<file path="src/rtl/alu_pkg.sv">
// alu_pkg: definitions shared by the ALU adder/subtractor datapaths.
//   ALU_WIDTH   - default operand width of the ALU datapaths
//   alu_flags_t - result flag vector, MSB..LSB = {bout, ovf, zero, neg}
package alu_pkg;

  localparam int ALU_WIDTH = 32;

  typedef struct packed {
    logic bout;
    logic ovf;
    logic zero;
    logic neg;
  } alu_flags_t;

endpackage

</file>
<file path="src/rtl/cla_slice.sv">
// cla_slice: purely combinational N-bit carry-lookahead adder slice.
// Ports:
//   a, b  [N] - addends
//   cin       - carry in
//   s     [N] - sum, modulo 2^N
//   cout      - carry out of the top bit
module cla_slice #(
  parameter int N = 16
) (
  input  logic [N-1:0] a,
  input  logic [N-1:0] b,
  input  logic         cin,
  output logic [N-1:0] s,
  output logic         cout
);

  logic [N-1:0] g;
  logic [N-1:0] p;
  logic [N:0]   c;
  logic         run;

  assign g = a & b;
  assign p = a ^ b;

  // Each carry is built as a flat sum of products
  //   c[i+1] = g[i] | p[i]g[i-1] | ... | p[i..0]cin
  // so no carry depends on the carry below it.
  always_comb begin
    c    = '0;
    run  = 1'b1;
    c[0] = cin;
    for (int i = 0; i < N; i++) begin
      run      = 1'b1;
      c[i + 1] = 1'b0;
      for (int j = i; j >= 0; j--) begin
        c[i + 1] = c[i + 1] | (run & g[j]);
        run      = run & p[j];
      end
      c[i + 1] = c[i + 1] | (run & cin);
    end
  end

  assign s    = p ^ c[N-1:0];
  assign cout = c[N];

endmodule

</file>
<file path="src/rtl/pipe_cla_subtractor.sv">
// pipe_cla_subtractor: two-stage pipelined signed subtractor,
// Diff = A - B - Bin evaluated as A + ~B + ~Bin on two lookahead slices.
// Stage 1 computes the low SPLIT bits and registers the slice carry;
// stage 2 computes the upper bits and the flags. Outputs come straight
// from stage-2 registers.
// Ports:
//   clk, rst            - clock, synchronous active-high reset
//   in_valid, in_ready  - operand handshake (A, B, Bin)
//   out_valid, out_ready- result handshake (Diff, Bout, Ovf, Zero, Neg)
//   Bout = 1 iff unsigned A < B + Bin; Ovf = signed overflow
module pipe_cla_subtractor
  import alu_pkg::*;
#(
  parameter int WIDTH = ALU_WIDTH,
  parameter int SPLIT = WIDTH / 2
) (
  input  logic             clk,
  input  logic             rst,
  input  logic             in_valid,
  output logic             in_ready,
  input  logic [WIDTH-1:0] A,
  input  logic [WIDTH-1:0] B,
  input  logic             Bin,
  output logic             out_valid,
  input  logic             out_ready,
  output logic [WIDTH-1:0] Diff,
  output logic             Bout,
  output logic             Ovf,
  output logic             Zero,
  output logic             Neg
);

  localparam int HI = WIDTH - SPLIT;

  logic             adv1;
  logic             adv2;

  logic [WIDTH-1:0] b_n;
  logic [SPLIT-1:0] lo_sum;
  logic             lo_cout;

  logic             s1_valid;
  logic [SPLIT-1:0] s1_lo;
  logic             s1_cmid;
  logic [HI-1:0]    s1_ahi;
  logic [HI-1:0]    s1_bnhi;
  logic             s1_amsb;
  logic             s1_bmsb;

  logic [HI-1:0]    hi_sum;
  logic             hi_cout;
  logic [WIDTH-1:0] diff_next;
  alu_flags_t       flags_next;

  logic             s2_valid;
  logic [WIDTH-1:0] s2_diff;
  alu_flags_t       s2_flags;

  // A stage may load when it is empty or its contents leave this cycle.
  assign adv2     = !s2_valid || out_ready;
  assign adv1     = !s1_valid || adv2;
  assign in_ready = adv1;

  assign b_n = ~B;

  // Subtraction as addition of the complement; a borrow-in of 1 means
  // no +1 from the two's-complement carry.
  cla_slice #(.N(SPLIT)) u_lo (
    .a    (A[SPLIT-1:0]),
    .b    (b_n[SPLIT-1:0]),
    .cin  (~Bin),
    .s    (lo_sum),
    .cout (lo_cout)
  );

  // Stage 1 valid bit.
  always_ff @(posedge clk) begin
    if (rst) begin
      s1_valid <= 1'b0;
    end else if (adv1) begin
      s1_valid <= in_valid;
    end
  end

  // Stage 1 data: only loaded on a real input transfer.
  always_ff @(posedge clk) begin
    if (!rst && adv1 && in_valid) begin
      s1_lo   <= lo_sum;
      s1_cmid <= lo_cout;
      s1_ahi  <= A[WIDTH-1:SPLIT];
      s1_bnhi <= b_n[WIDTH-1:SPLIT];
      s1_amsb <= A[WIDTH-1];
      s1_bmsb <= B[WIDTH-1];
    end
  end

  cla_slice #(.N(HI)) u_hi (
    .a    (s1_ahi),
    .b    (s1_bnhi),
    .cin  (s1_cmid),
    .s    (hi_sum),
    .cout (hi_cout)
  );

  // Borrow is the inverted carry; overflow only possible when the
  // operand signs differ.
  always_comb begin
    diff_next       = {hi_sum, s1_lo};
    flags_next.bout = ~hi_cout;
    flags_next.ovf  = (s1_amsb != s1_bmsb) && (diff_next[WIDTH-1] != s1_amsb);
    flags_next.zero = (diff_next == '0);
    flags_next.neg  = diff_next[WIDTH-1];
  end

  // Stage 2 is reset fully so every output reads 0 after reset.
  always_ff @(posedge clk) begin
    if (rst) begin
      s2_valid <= 1'b0;
      s2_diff  <= '0;
      s2_flags <= '0;
    end else if (adv2) begin
      s2_valid <= s1_valid;
      if (s1_valid) begin
        s2_diff  <= diff_next;
        s2_flags <= flags_next;
      end
    end
  end

  assign out_valid = s2_valid;
  assign Diff      = s2_diff;
  assign Bout      = s2_flags.bout;
  assign Ovf       = s2_flags.ovf;
  assign Zero      = s2_flags.zero;
  assign Neg       = s2_flags.neg;

endmodule

</file>
<file path="config.mk">
export PLATFORM = sky130hd
export DESIGN_NAME = pipe_cla_subtractor
export DESIGN_NICKNAME = d
export VERILOG_FILES = /design/src/rtl/alu_pkg.sv /design/src/rtl/cla_slice.sv /design/src/rtl/pipe_cla_subtractor.sv
export SDC_FILE = /design/constraint.sdc
export NUM_CORES = 1
export LEC_CHECK = 0
export ABC_AREA = 1
export ABC_CLOCK_PERIOD_IN_PS = 3850
export BUFFER_PORTS_ARGS = -buffer_cell sky130_fd_sc_hd__buf_2
export CORE_ASPECT_RATIO = 0.7
export CORE_UTILIZATION = 45
export CTS_CLUSTER_DIAMETER = 80
export CTS_CLUSTER_SIZE = 16
export DETAILED_ROUTE_END_ITERATION = 8
export HOLD_SLACK_MARGIN = 0.15
export PLACE_DENSITY = 0.75
export SYNTH_ARGS = -nofsm -noshare
export SYNTH_HDL_FRONTEND = slang
export SYNTH_HIERARCHICAL = 1
export SYNTH_SLANG_ARGS = --single-unit
</file>
<file path="constraint.sdc">
create_clock -name clk -period 3.85 [get_ports clk]
set_input_delay 0.385 -clock clk [delete_from_list [all_inputs] [get_ports clk]]
set_output_delay 0.385 -clock clk [all_outputs]
set_load 0.01 [all_outputs]
</file>
Word-level counts from Yosys, hierarchy flattened:

Index checks and enable logic that the tools add are counted.

* register bits after elaboration: 89
* output and inout bits: 38
* word-level logic and storage cells: 818

* equal/unequal tests: 2
* bitwise operators: 793
* reduce and logical (&&, ||, !) cells: 10

Operator list (number)
* AND 1 bit: 512
* bitwise OR 1 bit: 272
* bitwise XOR 16 bit: 4
* AND 16 bit: 2
* logical NOT 32 bit: 1
* NOT 32 bit: 1
* logical AND 1 bit: 3
* logical NOT 1 bit: 3
* logical OR 1 bit: 2
* != test 1 bit: 2
* NOT 1 bit: 2
* AND reduction 2 bit: 1

Longest topological paths before layout:

Gate-level depths: netlist of run 1.

* word-level depth: 20
* depth in mapped cells: 19
* mapped depth without buffers: 18

Cells and area by module:

Netlist of run 1, hierarchy kept.

Modules (own cells, without submodules)
* pipe_cla_subtractor: instances 1, cells an instance 275, area an instance 3144.3 µm², sequential area each 2242.2 µm²
* cla_slice (u_hi): instances 1, cells an instance 178, area an instance 1023.5 µm², sequential area each 0.0 µm²
* cla_slice (u_lo): instances 1, cells an instance 170, area an instance 970.9 µm², sequential area each 0.0 µm²

Worst setup path before layout of run 1:

OpenSTA, ideal clock, no wires.

* path type: input to register
* start: input port rst
* end: register s1_ahi[0], enable pin
* library setup time: 0.404 ns
* arrival: 1.717 ns
* slack: 1.729 ns
* cell stages on the path: 4
* buffers on the path: 1
* path through: inv_2 clkbuf_2 nand3_1 inv_1

* word-level cells in the longest chain between the ends: 3

RTL lines
* from (decl): line pipe_cla_subtractor.sv:18 `input logic rst,`
* logical NOT 1 bit: line pipe_cla_subtractor.sv:87 `if (!rst && adv1 && in_valid) begin`
* logical AND 1 bit (2 in a row): line pipe_cla_subtractor.sv:87
* to (signal assigned): line pipe_cla_subtractor.sv:90 `s1_ahi <= A[WIDTH-1:SPLIT];`
* to (decl): line pipe_cla_subtractor.sv:45 `logic [HI-1:0] s1_ahi;`

Every way passes these cells.
A chain may end at the register's enable or synchronous reset.

==> results of run 1 <==
## metal layers
metal	track usage, %	wire, um
met1	33.5	6530
met2	30.9	4860
met3	4.95	836
met4	6.20	165
met5	0	0
## cell usage after synthesis (2+ instances only)
master | count | area [um2]
a21o_1 | 2 | 15.0
a21oi_1 | 26 | 130
a21oi_2 | 7 | 61.3
a31oi_1 | 3 | 18.8
buf_2 | 5 | 25.0
buf_6 | 2 | 22.5
buf_8 | 2 | 30.0
clkinv_1 | 2 | 7.51
dfxtp_1 | 37 | 741
edfxtp_1 | 50 | 1500
fa_1 | 2 | 40.0
ha_1 | 34 | 425
inv_1 | 86 | 323
inv_2 | 9 | 33.8
nand2_1 | 114 | 428
nand2_2 | 16 | 100
nand2_4 | 5 | 56.3
nand3_1 | 37 | 185
nand3_2 | 2 | 20.0
nand3b_1 | 2 | 15.0
nand4_1 | 10 | 62.6
nor2_1 | 85 | 319
nor2_2 | 10 | 62.6
nor2_4 | 2 | 22.5
nor3_1 | 3 | 15.0
nor3_2 | 3 | 30.0
o21ai_0 | 33 | 165
o21ai_2 | 6 | 52.6
o21bai_1 | 2 | 15.0
xnor2_1 | 5 | 43.8
xor2_1 | 15 | 131
## registers in the layout (all words and copies together) (netlist names)
signal,count
Diff,32
s1_ahi,16
s1_bnhi,16
s1_lo,16
Bout,1
Ovf,1
Zero,1
out_valid,1
s1_bmsb,1
s1_cmid,1
s1_valid,1
## stage by stage
stage                     setup WS [ps]  instances  utilization (%)  hold slack (ps)  cell area, um2
after global routing               1230        887             55.0              202            6070
after floorplan                    1730        623                -              454            5140
after CTS                          1510        887             55.0              207            6070
after global placement             1440        871             52.2              460            5770
after detailed placement           1510        871             52.2              466            5770
final                              1490        887             55.0              216            6070
## cell families (layout without fill, tap and decap cells)
| group | Yosys count | after routing |
|---|---|---|
| flops | 87 | 87 |
| xor+xnor | 20 | 20 |
| compound gates | 81 | 81 |
| fa+ha+maj | 36 | 36 |
| buf+inv | 109 | 220 |
| simple gates | 290 | 290 |
## worst min-delay path by stage
stage                     startpoint   endpoint  slack (ps)
final                          A[24]  s1_ahi[8]         220
after global routing           A[23]  s1_ahi[7]         200
after CTS                      A[24]  s1_ahi[8]         210
after detailed placement    Diff[28]   Diff[28]         470
after global placement       Diff[8]    Diff[8]         460
after floorplan                  rst  out_valid         450
## critical path, cell delays in order, from the launching register on
cell and delay (ps):
edfxtp_1 410, ha_1 390, nand2_1 110, nor2_2 280, nand4_1 150, nor2_1 160
nor2_1 90, nand3_1 70, nand2_1 90, nor2_1 110, nand2_1 70, nor2_1 110
nand3_2 70, nor2_2 70, nor2_1 40, nor2_1 70
## power groups by stage
stage / combinational, mW / sequential, mW / clock, mW
after floorplan: 0.321 / 1.11 / 0
after global placement: 0.483 / 1.10 / 0
after detailed placement: 0.490 / 1.11 / 0
after CTS: 0.492 / 1.08 / 0.910
after global routing: 0.552 / 1.09 / 0.944
final: 0.495 / 1.08 / 0.891
## cell type report
cell class / count / area share, %
Timing Repair Buffer: 106 / 8.74
Inverter: 98 / 6.14
Multi-Input combinational cell: 427 / 40.1
Sequential cell: 87 / 36.9
Clock inverter: 6 / 1.22
Clock buffer: 10 / 3.77
Tap cell: 153 / 3.15
==> results.md, run 1 <==
- Std cell rows: 32
- Sequential-to-total area share from yosys stat: between 40% and 50%
- NetSw: ~0.72 mW
- CP Class: reg2reg
- Mapped cell area: about 5100 um2
- Worst Setup EP: Zero
- RSZ-0062 raised after global routing: false
- Final period util: 61.4%
- Slew HR: 29.4%
- Fin crit period: ~2400 ps
- Clock Power Share: between 30 and 40%
- Logic pwr share: 20.0%
- Num CTS Buffers: 9
- Synth Area in Compound Gates: just over 9%
- Max Fclk: between 400 and 500 MHz
- DRT Pass-1 Iters: 5
- Vias: 4382
- Largest family of logic cells by synthesized area: simple AND/OR/NAND/NOR gates
- R2R Path End: Zero
- R2R cell count: 15
- RR Startpoint: s1_ahi[12]
- Mapped Nets: between 700 and 800
- Syn_area_per_cell: a little over 8 um2
- Sequential cell area: approximately 2200 um2
- Longest Clk Path Bufs: 2
- Cts hold-fix bufs: 0
- Maxcap violations: 0
- Die Area: 11900 um2
- Die Wd: around 130 um
- CTS H-tree depth: 3
- Tot Pwr: between 2 and 2.5 mW
- Share of cells above drive strength 1: 24.9%
- Most frequent cells in the layout: 114 x nand2_1, 106 x buf_2, 85 x inv_1, 85 x nor2_1, 50 x edfxtp_1
- EDFF count, synth: 50
- Synth Warn #: 6
- Initial DRC count: roughly 330
- Mux cell area share after synthesis: 0%
- CTS tree: done
- Num Clock Sinks: just under 90
- Seq pwr share: approximately 44%
- Worst slew pin tran: about 1100 ps
- Avg WL per Cell: ~14 um
- Ports: ~110
- GRT overflow: 0
- Filler cell count: about 1000
- Final slew viol count: 0
- CTS clk-pin slew, worst paths: 70 ps
- Final ANT Viol Nets: 0
- Worst-Skew Late Latency: roughly 340 ps
- Core footprint: 11100 um2
- Adder-cell area share of the yosys netlist: 9.06%
- Peak supply drop: 0.236 mV
- # port buffers: 106
- Required @ worst endpoint: slightly above 4000 ps
- Internal power: around 1.7 mW
- Die Span Y: 91.4 um
- Hold Path Class: in2reg
- Commonest non-fill, non-tap cell in the layout: nand2_1
- Remaining DRCs: 0
- Setup TNS: 0 ps
- HPWL Detailed: 9980 um
- Vias in the first global route: roughly 4000
- Endpoint class of the critical path: flip-flop
- Final GP Congestion: about 0.92
- XOR/XNOR share of the synthesized area: under 10%
- Final setup fails: 0
- Crit Path Max Fanout: 5
- Synth Area in Simple Gates: around 26%
- Routed vias/inst: about 5
- Post-CTS resize count: 0
- Hold Path Depth: 1
- Leak: roughly 3.0 nW
- CP Launch Type: flip-flop
- Gr usage total: 22.1%
- Initial antenna violation count: 0
- Largest net degree at the start of global routing: 51
- Post-CTS setup buffer count: 0
- Cell count after synthesis: 623
- CP startpoint: s1_ahi[12]
- Root Buffer: clkbuf_16
- NumNets Final: approximately 830
- Register bit total from synthesis: a little under 90
- Outcome: completed
- Ys async rst share: 0%
- Final clock skew: 8.58 ps
- First-pass GRT wire length: roughly 20000 um
- Detailed Route WL: about 12000 um
- Net Sw Frac: approximately 30%
- Flop-to-flop setup slack: 1490 ps
- Endpoints failing hold: 0
- Antenna fix cells: 0
- Initial Util: a little under half
- P&R area growth vs syn: 18.2%
- Critical Path AT: around 2600 ps
- Dominant synthesized flop cell: edfxtp_1
- Post-synthesis cell type count: 37
- Cell Pwr Density: approximately 400 nW/um2
- Multi-input logic area: approximately 2400 um2
Note: power is estimated with default switching activity, not from simulation.
==> run 2, diff against run 1 <==
Settings changed: ABC_CLOCK_PERIOD_IN_PS 3850 to 2300.
Clock period 3.85 ns to 2.3 ns, I/O delays scaled along.
==> run 2 against run 1 <==
Critical path depth rose by 2. Clock skew fell by 2.4 ps. Global-route usage rose by 0.21 points. Hold slack got worse by 31 ps. Wire length rose by 7.4%. Clock power rose by 55%. Count of clock-buffer cells in the layout fell by 1. Cell count rose by 5.7%. Critical path type unchanged. Largest power group unchanged. Highest routed layer unchanged.
==> results.md, run 2 (synthesis results as in run 1) <==
- Outcome: completed
- CP Depth: 17 (+2)
- Hold Path Class: in2reg
- Routed vias/inst: 4.92 (-0.39%)
- Vias in the first global route: 4252 (+5.9%)
- Commonest non-fill, non-tap cell in the layout: buf_2
- P&R area growth vs syn: 33.7%
- Buf/Inv on CP: 1 (+1)
- Sequential cell area: 2240 um2 (unchanged)
- Worst Setup EP: Zero
- CP delay by family, top: simple AND/OR/NAND/NOR gates
- RR Startpoint: s1_bnhi[8]
- Num CTS Buffers: 9 (unchanged)
- Tot Pwr: 4.19 mW (+70%)
- Minimum hold slack: 185 ps (-31.2 ps)
- R2R Path End: Zero
- Final setup fails: 0 (unchanged)
- Non-filler cells in the finished layout: 938 (+5.7%)
- Required @ worst endpoint: 2580 ps (-1550 ps)
- Final ANT Viol Nets: 0 (unchanged)
- Peak supply drop: 0.334 mV (+42%)
- Fin crit period: 2210 ps (-157 ps)
- DP Cell Count: 877 (+0.69%)
- Worst-Skew Late Latency: 340 ps (about the same)
- Remaining DRCs: 0 (unchanged)
- First-pass GRT wire length: 20200 um (+1.7%)
- Slowest stage cell, crit path: edfxtp_1
- Avg WL per Cell: 14.2 um (+1.6%)
- Max reg flops: 32 (unchanged)
- Multi-input logic area: 2770 um2 (+14%)
- Root Buffer: clkbuf_16
- Longest Clk Path Bufs: 2 (unchanged)
- Final slew viol count: 0 (unchanged)
- Critical Path AT: 2490 ps (-150 ps)
- Die Span Y: 91.4 um (unchanged)
- Die Wd: 130 um (unchanged)
- Antenna fix cells: 0 (unchanged)
- CTS H-tree depth: 3 (unchanged)
- CTS tree: done
- Final clock skew: 6.13 ps (-2.45 ps)
- Core footprint: 11100 um2 (unchanged)
- Std cell rows: 32 (unchanged)
- DRT Pass-1 Iters: 5 (unchanged)
- Share of cells above drive strength 1: 31.5% (+6.5 points)
- Maxcap violations: 0 (unchanged)
- Cell Pwr Density: 610 nW/um2 (+50%)
- Num Clock Sinks: 87 (unchanged)
- Max Fclk: 453 MHz (+7.1%)
- Endpoint class of the critical path: flip-flop
- Filler cell count: 968 (-6.8%)
- R2R cell count: 17 (+2)
- CP Class: reg2reg
- Initial DRC count: 297 (-11%)
- Die Area: 11900 um2 (unchanged)
- Gr usage total: 22.3% (+0.21 points)
- GRT overflow: 0 (unchanged)
- Worst-path cell chain: ha_4 > nand2_4 > inv_2 > nand3_2 > nand2_4 > nand2_4 > nand2_4 > nand2_2 > nand3_1 > nand2_2 > nor2_1 > nand2_1 > nor2_1 > nand3_2 > nor2_2 > nor2_1 > nor2_1
- Crit Path Max Fanout: 5 (unchanged)
- CP Launch Type: flip-flop
- Largest net degree at the start of global routing: 45 (-12%)
- Slew HR: 69.7% (+40 points)
- NumNets Final: 885 (+6.1%)
- Most frequent cells in the layout: 106 x buf_2, 101 x nand2_1, 82 x inv_1
- Final GP Congestion: 0.924 (-0.11%)
- CTS clk-pin slew, worst paths: 70 ps (about the same)
- Initial Util: 46.5% (unchanged)
- # port buffers: 106 (unchanged)
- HPWL Detailed: 9950 um (-0.32%)
- Vias: 4616 (+5.3%)
- Worst slew pin tran: 453 ps (-606 ps)
- Final period util: 95.9% (+35 points)
- Flop-to-flop setup slack: 90 ps (-1390 ps)
- Slowest stage delay, CP: 430 ps (+20 ps)
- Leak: 3.24 nW (+8.4%)
- Initial antenna violation count: 0 (unchanged)
- Fin util: 62.2% (+7.2 points)
- Detailed Route WL: 13300 um (+7.4%)
- CP startpoint: s1_bnhi[8]
- Ports: 107 (unchanged)
- Endpoints failing hold: 0 (unchanged)
## run 2: changes by cell type in the layout (fill, tap and decap cells not counted), moves of 4 or more
| cell | previous run | this run |
|---|---|---|
| buf_4 | 0 | 16 |
| nand3_1 | 37 | 33 |
| nand2_2 | 16 | 25 |
| nor2_4 | 2 | 7 |
| nand2_1 | 114 | 101 |
| nor2_1 | 85 | 77 |
| ha_1 | 34 | 20 |
| nand3_2 | 2 | 6 |
| inv_6 | 6 | 2 |
| ha_4 | 0 | 14 |
| dlygate4sd3_1 | 0 | 34 |
## run 2: worst reg2reg max path, cell delays in order (launching register included)
cell and delay [ps]:
edfxtp_1 430, ha_4 360, nand2_4 90, inv_2 80, nand3_2 110, nand2_4 110
nand2_4 70, nand2_4 80, nand2_2 50, nand3_1 90, nand2_2 70, nor2_1 80
nand2_1 60, nor2_1 120, nand3_2 80, nor2_2 110, nor2_1 50, nor2_1 100
## run 2: metrics by stage
step	setup WS [ps]	area [um2]	setup TNS (ps)
final	93.8	6870	0
after global routing	-66.0	6870	-66.0
after CTS	7.17	6460	0
after detailed placement	-20.5	5830	-20.5
after global placement	-27.9	5830	-27.9
after floorplan	298	5140	0
## run 2: power by group
group	internal [mW]	total (mW)	switching (mW)
logic	0.404	0.985	0.581
clock network	0.748	1.38	0.632
registers	1.77	1.83	0.0604
total	2.92	4.19	1.27
## run 2: what timing repair did
action	4_1_cts	5_1_grt
gates resized for setup	2	63
setup buffers	0	11
hold endpoints to repair	37	0
pin swaps	0	35
endpoints found under the setup margin	1	1
cloned	0	0
hold buffers	34	0
## run 2: layout make-up
type	count	area share, %
Tap cell	153	2.79
Clock buffer	9	3.28
Timing Repair Buffer	157	14.7
Inverter	98	5.43
Sequential cell	87	32.6
Multi-Input combinational cell	427	40.4
Clock inverter	7	0.801
## run 2: worst min path at each step
| stage | from | endpoint | slack [ps] | cells past startpoint |
|---|---|---|---|---|
| 5_1_grt | out_ready | out_valid | 200 | 4 |
| 4_1_cts | out_ready | out_valid | 180 | 4 |
| 3_5_place_dp | A[18] | s1_ahi[2] | 410 | 1 |
| 6_report | out_ready | out_valid | 190 | 4 |
| 2_1_floorplan | rst | out_valid | 300 | 1 |
| 3_3_place_gp | A[28] | s1_ahi[12] | 410 | 1 |
## run 2: routing by layer
metal  wire [um]  global-route usage (%)
met5           0                       0
met3         734                    4.54
met1        6710                    32.8
met4         157                    5.72
met2        5710                    33.1
